===== src/rtl/rabbit_pkg.sv =====
`default_nettype none
// ============================================================================
// rabbit_pkg : shared constants, FSM encoding and word helpers for Rabbit
// Rev 1.0
// ============================================================================
package rabbit_pkg;

   localparam int RABBIT_WORDS = 8;
   localparam int WORD_W       = 32;
   localparam int ROT_A        = 16;
   localparam int ROT_B        = 8;

   typedef enum logic [1:0] {
      IDLE    = 2'd0,
      G_CALC  = 2'd1,
      COMBINE = 2'd2,
      DONE    = 2'd3
   } state_t;

   // n must lie in 1..31 so neither shift reaches the full word width
   function automatic logic [WORD_W-1:0] rotl32(input logic [WORD_W-1:0] w,
                                                input int unsigned       n);
      return (w << n) | (w >> (WORD_W - n));
   endfunction

   function automatic logic [WORD_W-1:0] get_word(input logic [RABBIT_WORDS*WORD_W-1:0] v,
                                                  input logic [2:0]                     j);
      return v[{j, 5'b00000} +: WORD_W];
   endfunction

   function automatic logic [RABBIT_WORDS*WORD_W-1:0] set_word(
      input logic [RABBIT_WORDS*WORD_W-1:0] v,
      input logic [2:0]                     j,
      input logic [WORD_W-1:0]              w);
      logic [RABBIT_WORDS*WORD_W-1:0] r;
      r = v;
      r[{j, 5'b00000} +: WORD_W] = w;
      return r;
   endfunction

endpackage
`default_nettype wire


===== src/rtl/rabbit_g_func.sv =====
`default_nettype none
// ============================================================================
// rabbit_g_func : g = LSW(u^2) ^ MSW(u^2) with u = (x + c) mod 2^32
// Rev 1.0
// ============================================================================
module rabbit_g_func
   import rabbit_pkg::*;
(
   input  logic [WORD_W-1:0] x,
   input  logic [WORD_W-1:0] c,
   output logic [WORD_W-1:0] g
);

   logic [WORD_W-1:0]   u;
   logic [2*WORD_W-1:0] s;

   assign u = x + c;
   assign s = {{WORD_W{1'b0}}, u} * {{WORD_W{1'b0}}, u};
   assign g = s[WORD_W-1:0] ^ s[2*WORD_W-1:WORD_W];

endmodule
`default_nettype wire


===== src/rtl/rabbit_next_state.sv =====
`default_nettype none
// ============================================================================
// rabbit_next_state : time-multiplexed Rabbit g-function and state combine
// Rev 1.0
// ============================================================================
module rabbit_next_state
   import rabbit_pkg::*;
#(
   parameter int NUM_G_UNITS = 1
)
(
   input  logic         clk,
   input  logic         rst,
   input  logic         in_valid,
   output logic         in_ready,
   input  logic [255:0] x_in,
   input  logic [255:0] c_in,
   output logic         out_valid,
   input  logic         out_ready,
   output logic [255:0] x_out,
   output logic         busy
);

   localparam logic [2:0] C_IDX_STEP = 3'(NUM_G_UNITS);
   localparam logic [2:0] C_IDX_LAST = 3'(RABBIT_WORDS - NUM_G_UNITS);

   if (!(NUM_G_UNITS == 1 || NUM_G_UNITS == 2 || NUM_G_UNITS == 4 || NUM_G_UNITS == 8))
   begin : g_bad_num_g_units
      $error("rabbit_next_state: NUM_G_UNITS must be 1, 2, 4 or 8");
   end

   state_t       state_q, state_d;
   logic [2:0]   idx_q, idx_d;
   logic [255:0] x_lat_q, x_lat_d;
   logic [255:0] c_lat_q, c_lat_d;
   logic [255:0] g_q, g_d;
   logic [255:0] x_out_q, x_out_d;
   logic         out_valid_q, out_valid_d;
   logic         in_ready_q, in_ready_d;
   logic         busy_q, busy_d;

   logic [WORD_W-1:0] unit_g [NUM_G_UNITS];
   logic [255:0]      x_comb;

   for (genvar k = 0; k < NUM_G_UNITS; k++) begin : g_unit
      logic [2:0] widx;
      assign widx = idx_q + 3'(k);
      rabbit_g_func u_g_func (
         .x (get_word(x_lat_q, widx)),
         .c (get_word(c_lat_q, widx)),
         .g (unit_g[k])
      );
   end

   // Even words mix two 16-bit-rotated predecessors; odd words one 8-bit rotate plus a plain one
   always_comb begin
      logic [2:0]        jm1, jm2;
      logic [WORD_W-1:0] w;
      x_comb = '0;
      for (int j = 0; j < RABBIT_WORDS; j++) begin
         jm1 = 3'(j) - 3'd1;
         jm2 = 3'(j) - 3'd2;
         if (j % 2 == 0) begin
            w = get_word(g_q, 3'(j)) + rotl32(get_word(g_q, jm1), ROT_A)
                                     + rotl32(get_word(g_q, jm2), ROT_A);
         end else begin
            w = get_word(g_q, 3'(j)) + rotl32(get_word(g_q, jm1), ROT_B)
                                     + get_word(g_q, jm2);
         end
         x_comb = set_word(x_comb, 3'(j), w);
      end
   end

   always_comb begin
      state_d     = state_q;
      idx_d       = idx_q;
      x_lat_d     = x_lat_q;
      c_lat_d     = c_lat_q;
      g_d         = g_q;
      x_out_d     = x_out_q;
      out_valid_d = out_valid_q;
      case (state_q)
         IDLE: begin
            if (in_valid) begin
               x_lat_d = x_in;
               c_lat_d = c_in;
               idx_d   = '0;
               state_d = G_CALC;
            end
         end
         G_CALC: begin
            for (int k = 0; k < NUM_G_UNITS; k++) begin
               g_d = set_word(g_d, idx_q + 3'(k), unit_g[k]);
            end
            idx_d = idx_q + C_IDX_STEP;
            if (idx_q == C_IDX_LAST) begin
               state_d = COMBINE;
            end
         end
         COMBINE: begin
            x_out_d     = x_comb;
            out_valid_d = 1'b1;
            state_d     = DONE;
         end
         DONE: begin
            if (out_ready) begin
               out_valid_d = 1'b0;
               state_d     = IDLE;
            end
         end
         default: state_d = IDLE;
      endcase
      in_ready_d = (state_d == IDLE);
      busy_d     = (state_d != IDLE);
   end

   always_ff @(posedge clk or posedge rst) begin
      if (rst) begin
         state_q     <= IDLE;
         idx_q       <= '0;
         x_lat_q     <= '0;
         c_lat_q     <= '0;
         g_q         <= '0;
         x_out_q     <= '0;
         out_valid_q <= 1'b0;
         in_ready_q  <= 1'b1;
         busy_q      <= 1'b0;
      end else begin
         state_q     <= state_d;
         idx_q       <= idx_d;
         x_lat_q     <= x_lat_d;
         c_lat_q     <= c_lat_d;
         g_q         <= g_d;
         x_out_q     <= x_out_d;
         out_valid_q <= out_valid_d;
         in_ready_q  <= in_ready_d;
         busy_q      <= busy_d;
      end
   end

   assign in_ready  = in_ready_q;
   assign out_valid = out_valid_q;
   assign x_out     = x_out_q;
   assign busy      = busy_q;

endmodule
`default_nettype wire

===== config.mk =====
export PLATFORM = sky130hd
export DESIGN_NAME = rabbit_next_state
export DESIGN_NICKNAME = d
export VERILOG_FILES = /design/src/rtl/rabbit_pkg.sv /design/src/rtl/rabbit_g_func.sv /design/src/rtl/rabbit_next_state.sv
export SDC_FILE = /design/constraint.sdc
export NUM_CORES = 2
export LEC_CHECK = 0
export CAP_MARGIN = 20
export CORE_AREA = 2 2 544 546
export CTS_CLUSTER_SIZE = 20
export DETAILED_ROUTE_END_ITERATION = 6
export DIE_AREA = 0 0 546 548
export MAX_ROUTING_LAYER = met4
export SYNTH_ARGS = -nofsm -noshare
export SYNTH_HDL_FRONTEND = slang
export SYNTH_SLANG_ARGS = --single-unit

===== constraint.sdc =====
create_clock -name clk -period 101.2 [get_ports clk]
set_input_delay 10.12 -clock clk [delete_from_list [all_inputs] [get_ports clk]]
set_output_delay 10.12 -clock clk [all_outputs]
set_load 0.02 [all_outputs]

==> metrics.md <==
| Metric | Value |
|---|---|
| Slowest stage delay, CP | 0.85 ns |
| Num rows | 199 |
| Number of setup violations in the final report | 0 |
| Xor/xnor share of the synthesized area | 3.72% |
| Post-route ant nets | 0 |
| Worst-Skew Late Latency | 0.77 ns |
| Primary FF master, synth | dfrtp_1 |
| Synth Area in Adders | 32.0% |
| Setup crit end kind | flip-flop |
| PortBufs | 774 |
| Post-CTS Setup Inserts | 0 |
| Mux share of post-synthesis cell area | 10.2% |
| CTS tree | yes |
| Top cell type's share of synthesized area | 29.4% |
| DP Area | 100000 µm² |
| Number of global-route vias before repair | 69600 |
| Hold_ws | 0.476 ns |
| Vias/cell | 5.08 |
| Post-Syn Area | 87700 µm² |
| Worst path slowest cell | nand2_1 |
| Design area | 104000 µm² |
| Critical Path RT | 101.80 ns |
| Setup crit start kind | flip-flop |
| Initial Util | 29.9% |
| Total gr overflow | 0 |
| Worst r2r path cells | 43 |
| Htree depth | 3 |
| CTS Buf Count | 107 |
| CTS Hold Bufs | 0 |
| DRC viols | 0 |
| Detailed placement HPWL | 270 mm |
| Drt first pass iters | 6 |
| Die W | 546 µm |
| Initial antenna violation count | 41 |
| Post-Synth Simple-Gate Area | 8.77% |
| Worst Skew | 0.0637 ns |
| Vert. Die Dim | 548 µm |
| Top sig layer | met4 |
| Layout cells sized above 1 | 11.3% |
| Cell repeated most along the worst path | fa_1 |
| Minimum clock period | 14.90 ns |
| Hold Vio Cnt, Final | 0 |
| Status | complete, no violations |
| 1st-iter DRT viols | 6061 |
| Via count | 66100 |
| Core Box Area | 293000 µm² |
| Die ar. | 299000 µm² |
| WL met1 | 134 mm |
| FF+latch count, synth | 1032 |
| Worst hold path class | flip-flop to flip-flop |
| Met3 WL | 24.8 mm |
| Crit path DAT | 15.50 ns |
| Total GRT Usage | 22.7% |
| Slew Limit Headroom | 16.5% |
| WS Path Type | flip-flop to flip-flop |
| Main combinational cell family by area after synthesis | adder cells |
| Met2 wire length | 157 mm |
| First-pass GRT wire length | 486 mm |
| Clock transition at path regs | 0.07 ns |
| Compound-Gate Fraction of Synth Area | 9.71% |
| Post-synth net total | 10400 |
| Placer Congestion | 0.989 |
| Seq/Total Area, Yosys | 29.4% |
| Yosys cell types | 77 |
| Largest area contributor in the netlist | dfrtp_1 |
| Syn Inst Count | 8283 |
| Largest cells by area after synthesis | dfrtp_1, fa_1, ha_1 |
| Final WL | 335 mm |
| Setup TNS | 0 ns |
| Hold Crit Depth | 2 |
| Avg Inst Size Synth | 10.6 µm² |
| Post_cts resized | 0 |
| CTS Buffer Depth | 3 |
| CP Max Fanout | 41 |
| Tcrit/Tclk final | 14.7% |
| Unrepaired setup endpoints after global routing | no |
| Nets | 11100 |
| Yosys warning count | 0 |
| WL/cell | 25.8 µm |
| FMAX | 0.0671 GHz |
| Pin count of the biggest net entering global routing | 267 |
| Final-report max-slew violation count | 0 |
| Max Cap Viol | 0 |
| I/O pins | 775 |
| Layout area overhead | 19.0% |
| Root Driver | clkbuf_16 |
| # clock sinks | 1032 |
| Asr flop ratio synth | 100% |
| EDFF count, synth | 0 |
| Worst Tran Pin Value | 1.25 ns |
[routing by layer]
| layer | GRT usage (%) | vias up |
|---|---|---|
| met5 | - | - |
| met4 | 10.7 | 0 |
| met3 | 4.17 | 711 |
| met2 | 36.3 | 2867 |
| met1 | 27.9 | 33700 |
| li1 | - | 28700 |
[stage by stage]
step                      setup WS (ns)  std cells  util, %
after CTS                         86.43      12900     35.5
final                             86.30      13000     35.6
after global placement            86.63      12700     34.3
after detailed placement          86.56      12800     34.3
after global routing              85.52      13000     35.6
after floorplan                   62.04       8283        -
[flip-flops by register name (all words and copies together), names as in the netlist]
signal / cells
busy: 1
x_out: 256
x_lat_q: 256
g_q: 256
in_ready: 1
state_q: 2
c_lat_q: 256
idx_q: 3
out_valid: 1
[cell usage in the layout (no fill, tap or decap), types with 23 or more instances in the layout]
cell type	netlist	layout
nand3_1	67	66
a21oi_1	265	265
nand2b_1	46	45
inv_1	1115	1114
buf_4	0	84
a22o_1	63	63
o31ai_1	78	78
nand4_1	27	27
xnor2_2	0	27
o21a_1	34	34
clkbuf_1	285	23
and2_1	60	60
ha_1	555	555
clkbuf_16	0	108
mux4_2	128	128
o21bai_1	53	53
a31oi_1	29	29
nor2_1	392	392
fa_1	1057	1057
o21ai_0	458	458
a211oi_1	34	34
dfrtp_1	1031	1028
nor2b_1	33	32
xor2_1	142	134
clkdlybuf4s50_1	0	774
and3_1	41	41
a21o_1	174	174
nand2_1	1044	1044
mux2_2	535	535
nor3_1	43	43
diode_2	0	47
xnor2_1	227	193
[final cells by class]
type | instances | area [µm²]
multi-input combinational | 5810 | 57000
clock buffer | 152 | 3080
inverter | 1124 | 4230
timing repair buffer | 873 | 8680
tap | 3919 | 4900
fill | 29100 | 189000
sequential | 1032 | 25800
clock inverter | 42 | 586
antenna | 47 | 118
[final timing paths]
kind                       startpoint      endpoint  slack (ns)
setup / recovery             idx_q[1]       g_q[95]       86.30
hold / removal              x_out[33]     x_out[33]        0.48
setup reg to reg             idx_q[1]       g_q[95]       86.30
hold reg to reg             x_out[33]     x_out[33]        0.48
max in group asynchronous         rst    x_out[165]       88.33
min in group asynchronous         rst  x_lat_q[159]        9.87
[worst max-delay path, delay by kind of cell (launching register included)]
kind	cells	cell delay, ns
muxes	1	0.39
AOI/OAI and AO/OA	13	3.85
buffers and inverters	11	2.75
adders and majority gates	10	4.85
xor gates and xnor gates	1	0.17
and+or+nand+nor	7	1.92
DFF	1	0.67
[cells by family (layout without fill, tap and decap cells)]
kind of cell / Yosys count / after routing
muxes: 664 / 664
DFF: 1032 / 1032
xor gates and xnor gates: 370 / 370
adders and majority gates: 1612 / 1612
other: 0 / 47
and+or+nand+nor: 1816 / 1816
buffers and inverters: 1441 / 2191
AOI/OAI and AO/OA: 1348 / 1348
[cell usage after synthesis, types with 7 or more instances]
master     count
a2111oi_0      7
a211o_1        8
a211oi_1      34
a21boi_0       8
a21o_1       174
a21oi_1      265
a221o_1        9
a221oi_1       8
a22o_1        63
a31o_2        10
a31oi_1       29
a41oi_1        7
and2_1        60
and3_1        41
buf_1         25
clkbuf_1     285
clkinv_1       7
dfrtp_1     1031
fa_1        1057
ha_1         555
inv_1       1115
mux2_2       535
mux4_2       128
nand2_1     1044
nand2b_1      46
nand3_1       67
nand3b_1       9
nand4_1       27
nor2_1       392
nor2b_1       33
nor3_1        43
nor3b_1       11
o2111ai_1      9
o211ai_1      12
o21a_1        34
o21ai_0      458
o21ai_1       17
o21bai_1      53
o31a_1         9
o31ai_1       78
or2_2         10
or3_1         12
xnor2_1      227
xor2_1       142
Power is left out: the tool's default activity adds up to more than one toggle a clock period on the data nets, which glitch-free logic cannot reach.
